### src/rtl/jtcontra_vout.sv
// jtcontra_vout: colour expansion, blanking, pause fade/dim and sync alignment; optional scanlines via JTCONTRA_SCANLINES_EN
module jtcontra_vout #(
  parameter int FADE_FRAMES = 4
) (
  input  logic       rst,
  input  logic       clk,
  input  logic       pxl_cen,
  input  logic       LHBL_dly,
  input  logic       LVBL_dly,
  input  logic       HS,
  input  logic       VS,
  input  logic [4:0] red,
  input  logic [4:0] green,
  input  logic [4:0] blue,
  input  logic       dip_pause,
  output logic [7:0] vo_red,
  output logic [7:0] vo_green,
  output logic [7:0] vo_blue,
  output logic       vo_LHBL,
  output logic       vo_LVBL,
  output logic       vo_HS,
  output logic       vo_VS,
  output logic       dimmed
);
  typedef enum logic [1:0] {RUN, FADE_OUT, DIM, FADE_IN} state_t;
  state_t      state_q;
  logic [1:0]  lvl_q;
  logic [3:0]  cnt_q;
  logic        lvbl_last_q;
  logic [7:0]  r1_q, g1_q, b1_q;
  logic [3:0]  s1_q;
  logic        odd_q;
  logic        frame_tick, blank, done;
  logic [3:0]  cnt_nx;

  assign frame_tick = lvbl_last_q & ~LVBL_dly;
  assign blank      = ~LHBL_dly | ~LVBL_dly;
  assign cnt_nx     = cnt_q + 4'd1;
  assign done       = cnt_nx == 4'(FADE_FRAMES);

  function automatic logic [7:0] expand(input logic [4:0] c, input logic b);
    return b ? 8'd0 : {c, c[4:2]};
  endfunction

  // lvl 3 never occurs but shares the lvl 2 halving path
  function automatic logic [7:0] shade(input logic [7:0] c, input logic [1:0] l, input logic o);
    logic [7:0] d;
    d = l[1] ? c >> 1 : l[0] ? c - (c >> 2) : c;
    return o ? d - (d >> 2) : d;
  endfunction

`ifdef JTCONTRA_SCANLINES_EN
  logic lhbl_last_q;
  // line parity: toggles at each line blank start, restarts even at the frame tick
  always_ff @(posedge clk or posedge rst)
    if (rst) begin
      lhbl_last_q <= 1'b0;
      odd_q       <= 1'b0;
    end else if (pxl_cen) begin
      lhbl_last_q <= LHBL_dly;
      odd_q       <= frame_tick ? 1'b0 : (lhbl_last_q & ~LHBL_dly) ? ~odd_q : odd_q;
    end
`else
  assign odd_q = 1'b0;
`endif

  // pause fade FSM; lvl only moves on frame ticks, which fall inside vertical blanking
  always_ff @(posedge clk or posedge rst)
    if (rst) begin
      state_q     <= RUN;
      lvl_q       <= 2'd0;
      cnt_q       <= 4'd0;
      lvbl_last_q <= 1'b0;
    end else if (pxl_cen) begin
      lvbl_last_q <= LVBL_dly;
      if (frame_tick)
        case (state_q)
          RUN: if (!dip_pause) begin
            state_q <= FADE_OUT;
            cnt_q   <= 4'd0;
          end
          FADE_OUT: if (dip_pause) begin
            state_q <= FADE_IN;
            cnt_q   <= 4'd0;
          end else if (done) begin
            lvl_q   <= lvl_q == 2'd0 ? 2'd1 : 2'd2;
            state_q <= lvl_q == 2'd0 ? FADE_OUT : DIM;
            cnt_q   <= 4'd0;
          end else cnt_q <= cnt_nx;
          DIM: if (dip_pause) begin
            state_q <= FADE_IN;
            cnt_q   <= 4'd0;
          end
          default: if (!dip_pause) begin
            state_q <= FADE_OUT;
            cnt_q   <= 4'd0;
          end else if (done) begin
            lvl_q   <= lvl_q[1] ? 2'd1 : 2'd0;
            state_q <= lvl_q[1] ? FADE_IN : RUN;
            cnt_q   <= 4'd0;
          end else cnt_q <= cnt_nx;
        endcase
    end

  // two-stage colour pipeline with syncs delayed alongside
  always_ff @(posedge clk or posedge rst)
    if (rst) begin
      r1_q     <= 8'd0;
      g1_q     <= 8'd0;
      b1_q     <= 8'd0;
      s1_q     <= 4'd0;
      vo_red   <= 8'd0;
      vo_green <= 8'd0;
      vo_blue  <= 8'd0;
      {vo_LHBL, vo_LVBL, vo_HS, vo_VS} <= 4'd0;
      dimmed   <= 1'b0;
    end else if (pxl_cen) begin
      r1_q     <= expand(red, blank);
      g1_q     <= expand(green, blank);
      b1_q     <= expand(blue, blank);
      s1_q     <= {LHBL_dly, LVBL_dly, HS, VS};
      vo_red   <= shade(r1_q, lvl_q, odd_q);
      vo_green <= shade(g1_q, lvl_q, odd_q);
      vo_blue  <= shade(b1_q, lvl_q, odd_q);
      {vo_LHBL, vo_LVBL, vo_HS, vo_VS} <= s1_q;
      dimmed   <= lvl_q[1];
    end
endmodule

### config.mk
export PLATFORM = sky130hd
export DESIGN_NAME = jtcontra_vout
export DESIGN_NICKNAME = d
export VERILOG_FILES = /design/src/rtl/jtcontra_vout.sv
export SDC_FILE = /design/constraint.sdc
export NUM_CORES = 1
export LEC_CHECK = 0
export ABC_AREA = 0
export BUFFER_PORTS_ARGS = -buffer_cell sky130_fd_sc_hd__buf_4
export CELL_PAD_IN_SITES_DETAIL_PLACEMENT = 0
export CELL_PAD_IN_SITES_GLOBAL_PLACEMENT = 1
export CORE_ASPECT_RATIO = 1.25
export CORE_MARGIN = 2
export CORE_UTILIZATION = 38
export DETAILED_ROUTE_END_ITERATION = 8
export PLACE_DENSITY = 0.68
export SYNTH_ARGS = -nofsm -noshare
export SYNTH_HDL_FRONTEND = slang
export SYNTH_SLANG_ARGS = --single-unit
### constraint.sdc
create_clock -name clk -period 4.3 [get_ports clk]
set_input_delay 0 -clock clk [delete_from_list [all_inputs] [get_ports clk]]
set_output_delay 0 -clock clk [all_outputs]
set_load 0.01 [all_outputs]
==> results of run 1 <==
metal layers:
layer | part of all wire | wire length [um] | up-vias | GRT usage
li1 | - | - | 1447 | -
met2 | 0.50 | 4150 | 39 | 0.3017
met4 | 0.017 | 144 | 0 | 0.06503
met3 | 0.027 | 221 | 9 | 0.02606
met1 | 0.45 | 3760 | 1341 | 0.2351
met5 | 0 | 0 | - | 0
state kept, by name, summed over array words and instances, names as in the netlist:
register / count
vo_VS: 1
g1_q: 5
state_q: 2
vo_LHBL: 1
vo_red: 8
cnt_q: 4
s1_q: 4
vo_blue: 8
b1_q: 5
vo_HS: 1
lvl_q: 2
r1_q: 5
vo_green: 8
vo_LVBL: 1
dimmed: 1
worst min path at each step:
| stage | start | end | slack [ns] |
|---|---|---|---|
| floorplan | blue[4] | b1_q[2]$_DFFE_PP0P_ | 0.12 |
| global placement | blue[1] | b1_q[4]$_DFFE_PP0P_ | 0.20 |
| detailed placement | blue[1] | b1_q[4]$_DFFE_PP0P_ | 0.21 |
| CTS | dip_pause | lvl_q[0]$_DFFE_PP0P_ | 0.1 |
| global route | dip_pause | lvl_q[0]$_DFFE_PP0P_ | 0.12 |
| finish | dip_pause | lvl_q[0]$_DFFE_PP0P_ | 0.11 |
through the flow:
stage / hold slack, ns / instances
floorplan: 0.1168 / 381
global placement: 0.2010 / 534
detailed placement: 0.2091 / 534
CTS: 0.09681 / 562
global route: 0.1214 / 562
finish: 0.1109 / 562
report_power, final:
part / leakage (uW) / switching [uW] / internal [uW]
clock network: 0.0000784 / 183 / 291
logic: 0.00111 / 225 / 218
registers: 0.000720 / 51.2 / 583
cells by family after synthesis:
family	Yosys count	share of synthesized area
AOI/OAI and AO/OA	125	0.2233
and+or+nand+nor	86	0.1073
buffers and inverters	55	0.06312
DFF	56	0.4086
muxes	15	0.04925
adders and majority gates	27	0.1051
xor gates and xnor gates	17	0.04341
what timing repair did:
action                     CTS  global route
hold endpoints to repair    75             0
setup endpoints to repair    0             0
hold buffers                20             0
cells in the final DEF (no fill, tap or decap), types with 4 or more instances in the layout:
cell and count:
sky130_fd_sc_hd__clkbuf_8 5, sky130_fd_sc_hd__o22ai_1 6, sky130_fd_sc_hd__a22oi_1 8, sky130_fd_sc_hd__nand2b_1 5, sky130_fd_sc_hd__buf_4 53, sky130_fd_sc_hd__nand3_1 5
sky130_fd_sc_hd__nand2_1 41, sky130_fd_sc_hd__ha_1 24, sky130_fd_sc_hd__mux2_2 11, sky130_fd_sc_hd__xnor2_1 11, sky130_fd_sc_hd__nor3_1 6, sky130_fd_sc_hd__o211ai_1 4
sky130_fd_sc_hd__xor2_1 6, sky130_fd_sc_hd__a211oi_1 6, sky130_fd_sc_hd__inv_1 34, sky130_fd_sc_hd__dlygate4sd3_1 20, sky130_fd_sc_hd__nor2_1 22, sky130_fd_sc_hd__a21o_1 8
sky130_fd_sc_hd__a21oi_1 19, sky130_fd_sc_hd__o21ai_0 53, sky130_fd_sc_hd__dfrtp_1 56
critical path, cell delays in order, from the launching register on:
cell and delay (ns):
sky130_fd_sc_hd__dfrtp_1 0.52, sky130_fd_sc_hd__inv_1 0.14, sky130_fd_sc_hd__ha_1 0.36, sky130_fd_sc_hd__a21o_1 0.20, sky130_fd_sc_hd__a2111oi_0 0.34, sky130_fd_sc_hd__a21bo_2 0.27, sky130_fd_sc_hd__xnor2_1 0.14, sky130_fd_sc_hd__o22ai_1 0.08
layout make-up:
cell class | instances | area share
multi-input combinational | 270 | 0.4261
inverter | 35 | 0.03090
tap | 120 | 0.03531
clock inverter | 3 | 0.02119
sequential | 56 | 0.3296
timing repair buffer | 73 | 0.1407
clock buffer | 5 | 0.01619
cell usage after synthesis (all sizes together):
library cell,count,share of area
a31oi,3,0.0055
a21bo,1,0.0029
or3,1,0.0018
or2,1,0.0018
o2bb2ai,1,0.0026
fa,3,0.018
nor3,6,0.0088
o32a,1,0.0029
nand3b,1,0.0022
o21bai,2,0.0044
xor2,6,0.015
a22o,1,0.0026
a22oi,8,0.018
a21o,8,0.018
o2111ai,1,0.0026
buf,4,0.0073
inv,35,0.038
o211ai,4,0.0088
o21ba,2,0.0058
nor4,1,0.0018
nor2,22,0.024
o31ai,1,0.0022
mux2,12,0.040
nand2,41,0.045
xnor2,11,0.028
o311ai,3,0.0077
clkbuf,16,0.018
o21ai,54,0.079
nand3,5,0.0073
o22ai,6,0.011
nand2b,5,0.0091
and2,1,0.0018
ha,24,0.088
dfrtp,56,0.41
a21oi,20,0.030
mux2i,3,0.0088
a2111oi,2,0.0051
and3,2,0.0036
o21a,1,0.0022
a211oi,6,0.013
==> flow_metrics.env, run 1 <==
export IMPL_outcome="completed"
export IMPL_cts_buffers_inserted=5
export IMPL_filler_cell_count=918
export IMPL_finalInstanceArea_sq_um=4252
export IMPL_kind_of_end_point_of_the_critical_path="flip-flop"
export IMPL_buffer_levels_on_the_longest_clock_path=2
export IMPL_area_growth_syn_to_layout_pct=23.97
export IMPL_finClkSkew_ns=0.01285
export IMPL_maximum_frequency_from_static_timing_analysis_mhz=457.4
export IMPL_route_antenna_remaining_nets=0
export IMPL_post_route_cells_drive_above_1_share=0.1765
export IMPL_htree_levels=2
export IMPL_vdd_drop_max_mv=0.2269
export IMPL_totalPowerFinal_uw=1552
export IMPL_placed_cell_area_sq_um=3892
export IMPL_post_synth_cell_area_avg_sq_um=9.001
export IMPL_startpoint_of_the_lowest_slack_register_to_register_path="g1_q[6]$_DFFE_PP0P_"
export IMPL_yosys_warnings=0
export IMPL_grt_pass1_vias=2727
export IMPL_finish_net_count=491
export IMPL_cts_num_sinks=56
export IMPL_floorplan_io_pins=52
export IMPL_floorplan_die_width_um=88.97
export IMPL_final_util=0.4860
export IMPL_place_congestion=0.8393
export IMPL_final_critical_path_setup_slack_ns=2.114
export IMPL_critPathCapture="vo_green[7]$_DFFE_PP0P_"
export IMPL_remaining_drc_errors=0
export IMPL_regToRegEndpoint="vo_green[7]$_DFFE_PP0P_"
export IMPL_clk_root_buffer_cell="sky130_fd_sc_hd__clkbuf_8"
export IMPL_detailed_place_hpwl_mm=5.604
export IMPL_post_cts_repair_setup_buffers=0
export IMPL_synth_area_sq_um=3430
export IMPL_critPathRequiredTime_ns=4.48
export IMPL_placement_io_buffers=51
export IMPL_first_iter_violations=97
export IMPL_dieHeight_um=110.2
export IMPL_grt_antenna_before_repair=0
export IMPL_wl_per_cell_um=14.73
export IMPL_area_occupied_by_multi_input_gates_sq_um=1812
export IMPL_tightestPinTransition_ns=0.8066
export IMPL_yosysSeqAreaShare=0.4086
export IMPL_postSynthRegisterBits=56
export IMPL_criticalPathCategory="flip-flop to flip-flop"
export IMPL_slew_headroom=0.4603
export IMPL_resized_after_cts=0
export IMPL_overflow=0
export IMPL_worstSetupStartpointType="flip-flop"
export IMPL_fp_dieArea_sq_um=9806
export IMPL_unrepaired_setup_endpoints_after_global_routing="false"
export IMPL_overall_fraction_of_global_route_tracks_in_use=0.1798
export IMPL_yosys_cell_types_count=45
export IMPL_initial_utilization=0.3920
export IMPL_worst_endpoint_arrival_ns=2.37
export IMPL_global_route_wire_length_before_repair_mm=13.70
export IMPL_finalSetupTns_ns=0
export IMPL_routed_via_count=2836
export IMPL_final_max_slew_violation_count=0
export IMPL_grt_start_max_net_pins=74
export IMPL_crit_start="g1_q[6]$_DFFE_PP0P_"
export IMPL_first_pass_iters=4
export IMPL_finalSetupViolCount=0
export IMPL_reg2reg_setup_slack_ns=2.11
export IMPL_hold_viol_final=0
export IMPL_worst_path_clk_slew_ns=0.11
export IMPL_num_antenna_cells=0
export IMPL_postSynthCellCount=381
export IMPL_power_static_leakage_uw=0.001907
export IMPL_ff2ff_path_depth=7
export IMPL_routed_wirelength_mm=8.276
export IMPL_worst_hold_check_path_type="primary input to flip-flop"
export IMPL_hold_path_depth=4
export IMPL_floorplan_core_area_sq_um=8748
export IMPL_seqCellArea_sq_um=1401
export IMPL_pre_cts_slack_ns=2.146
export IMPL_timing_max_cap_violations=0
export IMPL_final_period_utilization=0.5084
export IMPL_floorplan_rows=38
export IMPL_final_min_clock_period_ns=2.186
export IMPL_tritoncts="done"
export IMPL_critical_path_max_fanout=7
export IMPL_synth_net_count=431
export IMPL_drt_vias_per_instance=5.046
export IMPL_cellPowerDensity_nw_per_um2=365.1
export IMPL_clock_insertion_delay_worst_skew_ns=0.32
No activity file was read; power rests on OpenSTA's default activity.
==> run 2, diff against run 1 <==
Settings changed: ABC_AREA 0 to 1, PLACE_DENSITY 0.68 to 0.73.
Clock period 4.3 ns to 2 ns, I/O delays scaled along.
==> run 2 against run 1 <==
Against the previous run: setup slack worse by 1.9 ns; via count up 11%; register-to-register slack lost 1.9 ns; utilization rose by 0.39 points; count of clock-buffer cells in the layout stayed put; synthesized area grew 1.0%; design area increased by 1.4%; sequential power increased by 110%; maximum frequency is 21% higher.
==> flow_metrics.env, run 2 <==
export IMPL_remaining_drc_errors=0
export IMPL_floorplan_io_pins=52
export IMPL_final_instance_count_excl_fill=644
export IMPL_timing_max_cap_violations=0
export IMPL_first_iter_violations=178
export IMPL_finalSetupViolCount=0
export IMPL_initial_utilization=0.3939
export IMPL_routed_wirelength_mm=9.076
export IMPL_synth_largest_area_cell="sky130_fd_sc_hd__dfrtp_1"
export IMPL_buffer_levels_on_the_longest_clock_path=2
export IMPL_hold_path_endpoint="g1_q[5]$_DFFE_PP0P_"
export IMPL_ff2ff_path_depth=9
export IMPL_worstSetupStartpointType="flip-flop"
export IMPL_cts_num_sinks=56
export IMPL_first_pass_iters=5
export IMPL_floorplan_rows=38
export IMPL_maximum_frequency_from_static_timing_analysis_mhz=552.4
export IMPL_yosysSeqAreaShare=0.4045
export IMPL_overflow=0
export IMPL_critPathRequiredTime_ns=2.21
export IMPL_whs_ns=0.03835
export IMPL_clock_insertion_delay_worst_skew_ns=0.32
export IMPL_outcome="completed"
export IMPL_cellPowerDensity_nw_per_um2=687.8
export IMPL_final_period_utilization=0.9051
export IMPL_power_static_leakage_uw=0.002195
export IMPL_regToRegEndpoint="vo_blue[4]$_DFFE_PP0P_"
export IMPL_grt_start_max_net_pins=35
export IMPL_vdd_drop_max_mv=0.3230
export IMPL_unrepaired_setup_endpoints_after_global_routing="false"
export IMPL_placement_io_buffers=51
export IMPL_layout_commonest_cell="sky130_fd_sc_hd__nand2_1"
export IMPL_worst_hold_check_path_type="primary input to flip-flop"
export IMPL_floorplan_core_area_sq_um=8796
export IMPL_area_growth_syn_to_layout_pct=24.38
export IMPL_wl_per_cell_um=14.09
export IMPL_asyncSetResetFlopFracSynth=1.000
export IMPL_hp_start="LVBL_dly"
export IMPL_reg2reg_setup_slack_ns=0.19
export IMPL_hold_viol_final=0
export IMPL_overall_fraction_of_global_route_tracks_in_use=0.1920
export IMPL_place_congestion=0.9080
export IMPL_mostFrequentLayoutCells="sky130_fd_sc_hd__nand2_1 (156), sky130_fd_sc_hd__buf_4 (60), sky130_fd_sc_hd__dfrtp_1 (56)"
export IMPL_detailed_place_hpwl_mm=6.432
export IMPL_finish_net_count=573
export IMPL_route_antenna_remaining_nets=0
export IMPL_grt_pass1_vias=3082
export IMPL_finalSetupTns_ns=0
export IMPL_worst_endpoint_arrival_ns=2.02
export IMPL_criticalPathCategory="flip-flop to flip-flop"
export IMPL_yosys_warnings=0
export IMPL_htree_levels=2
export IMPL_synth_net_count=501
export IMPL_synth_top_cell_area_share=0.4045
export IMPL_clk_root_buffer_cell="sky130_fd_sc_hd__clkbuf_8"
export IMPL_fp_dieArea_sq_um=9902
export IMPL_drt_vias_per_instance=4.870
export IMPL_dominantRegCellSynth="sky130_fd_sc_hd__dfrtp_1"
export IMPL_num_antenna_cells=0
export IMPL_dp_cells=617
export IMPL_grt_antenna_before_repair=0
export IMPL_post_route_cells_drive_above_1_share=0.1584
export IMPL_tightestPinTransition_ns=0.7297
export IMPL_hold_path_depth=3
export IMPL_postSynthCellCount=451
export IMPL_synth_area_sq_um=3465
export IMPL_finClkSkew_ns=0.007380
export IMPL_slew_headroom=0.5124
export IMPL_post_synth_cell_area_avg_sq_um=7.682
export IMPL_dieHeight_um=110.8
export IMPL_post_synth_top_count_cell="sky130_fd_sc_hd__nand2_1"
export IMPL_final_max_slew_violation_count=0
export IMPL_critical_path_max_fanout=3
export IMPL_synth_top_cells_by_count="sky130_fd_sc_hd__nand2_1 (156), sky130_fd_sc_hd__dfrtp_1 (56), sky130_fd_sc_hd__inv_1 (48)"
export IMPL_kind_of_end_point_of_the_critical_path="flip-flop"
export IMPL_synth_top_cells_by_area="sky130_fd_sc_hd__dfrtp_1 (40%), sky130_fd_sc_hd__nand2_1 (17%), sky130_fd_sc_hd__ha_1 (8.7%)"
export IMPL_final_min_clock_period_ns=1.810
export IMPL_tritoncts="done"
export IMPL_cts_buffers_inserted=5
export IMPL_postSynthRegisterBits=56
export IMPL_global_route_wire_length_before_repair_mm=15.00
export IMPL_number_of_synthesized_flops_with_an_enable_pin=0
export IMPL_startpoint_of_the_lowest_slack_register_to_register_path="b1_q[5]$_DFFE_PP0P_"
export IMPL_worst_path_clk_slew_ns=0.11
export IMPL_floorplan_die_width_um=89.41
export IMPL_routed_via_count=3136
export IMPL_yosys_cell_types_count=31
export IMPL_biggestRegsByFlops="vo_blue: 8 flops, vo_green: 8 flops, vo_red: 8 flops"
run 2: changes by cell type after synthesis, moves of 8 or more:
cell / previous run / this run
sky130_fd_sc_hd__nand2_1: 41 / 156
sky130_fd_sc_hd__clkbuf_1: 16 / 4
sky130_fd_sc_hd__a22oi_1: 8 / 0
sky130_fd_sc_hd__nand3_1: 5 / 35
sky130_fd_sc_hd__o21ai_0: 53 / 30
sky130_fd_sc_hd__xnor2_1: 11 / 3
sky130_fd_sc_hd__mux2_2: 11 / 0
sky130_fd_sc_hd__o22ai_1: 6 / 15
sky130_fd_sc_hd__inv_1: 35 / 48
sky130_fd_sc_hd__a21o_1: 8 / 0
run 2: metal layers:
layer  track usage  up-vias  part of all wire
met5             0        -                 0
met4       0.04478        0             0.012
met3       0.02755        9             0.046
met2        0.3151       72              0.49
met1        0.2643     1440              0.45
li1              -     1615                 -
run 2: power by group:
| group | internal, uW | switching, uW | total [uW] |
|---|---|---|---|
| clock network | 372 | 403 | 774 |
| registers | 1230 | 89.6 | 1320 |
| logic | 363 | 502 | 865 |
| total | 1970 | 994 | 2960 |
run 2: worst max-delay path by stage:
stage               cells past startpoint                endpoint  slack [ns]           startpoint
floorplan                               9   vo_red[4]$_DFFE_PP0P_        0.32  r1_q[5]$_DFFE_PP0P_
global placement                       11   vo_red[5]$_DFFE_PP0P_        0.24  r1_q[6]$_DFFE_PP0P_
detailed placement                      9  vo_blue[4]$_DFFE_PP0P_        0.17  b1_q[5]$_DFFE_PP0P_
CTS                                     9  vo_blue[4]$_DFFE_PP0P_        0.15  b1_q[5]$_DFFE_PP0P_
global route                            9   vo_red[4]$_DFFE_PP0P_        0.01  r1_q[5]$_DFFE_PP0P_
finish                                  9  vo_blue[4]$_DFFE_PP0P_        0.19  b1_q[5]$_DFFE_PP0P_
run 2: final cells by class:
type,count,area (sq um)
fill,899,4487
multi-input combinational,329,1800
sequential,56,1401
timing repair buffer,79,650.6
inverter,52,195.2
tap,120,150.1
clock buffer,5,68.82
clock inverter,3,42.54
run 2: per-stage QoR:
step | instance area [sq um] | util | setup slack, ns | power, uW
2_1_floorplan | 3465 | - | 0.3163 | 1919
3_3_place_gp | 4008 | 0.4556 | 0.2378 | 2177
3_5_place_dp | 4008 | 0.4556 | 0.1705 | 2185
4_1_cts | 4299 | 0.4888 | 0.1460 | 2981
5_1_grt | 4309 | 0.4899 | 0.01224 | 3172
6_report | 4309 | 0.4899 | 0.1898 | 2964
run 2: cell families (layout without fill, tap and decap cells):
group                      count (synthesis)  count (layout)  share of synthesized area
and+or+nand+nor                          215             215                     0.2564
AOI/OAI and AO/OA                         76              76                     0.1307
buffers and inverters                     66             139                    0.07656
DFF                                       56              56                     0.4045
adders and majority gates                 27              27                     0.1040
xor gates and xnor gates                  11              11                    0.02781
run 2: critical path, stage by stage (launching register included):
cell and delay, ns:
sky130_fd_sc_hd__dfrtp_1 0.41, sky130_fd_sc_hd__inv_2 0.08, sky130_fd_sc_hd__ha_2 0.18, sky130_fd_sc_hd__inv_1 0.06, sky130_fd_sc_hd__fa_1 0.40, sky130_fd_sc_hd__nand3_1 0.09
sky130_fd_sc_hd__nand2_1 0.08, sky130_fd_sc_hd__xor2_1 0.14, sky130_fd_sc_hd__o21ai_0 0.15, sky130_fd_sc_hd__nand3_1 0.09
run 2: timing repair:
item                                   CTS  global route
gates resized for setup                  0             3
setup buffers                            0             1
endpoints found under the hold margin   48             0
setup endpoints to repair                0             3
hold buffers                            18             0
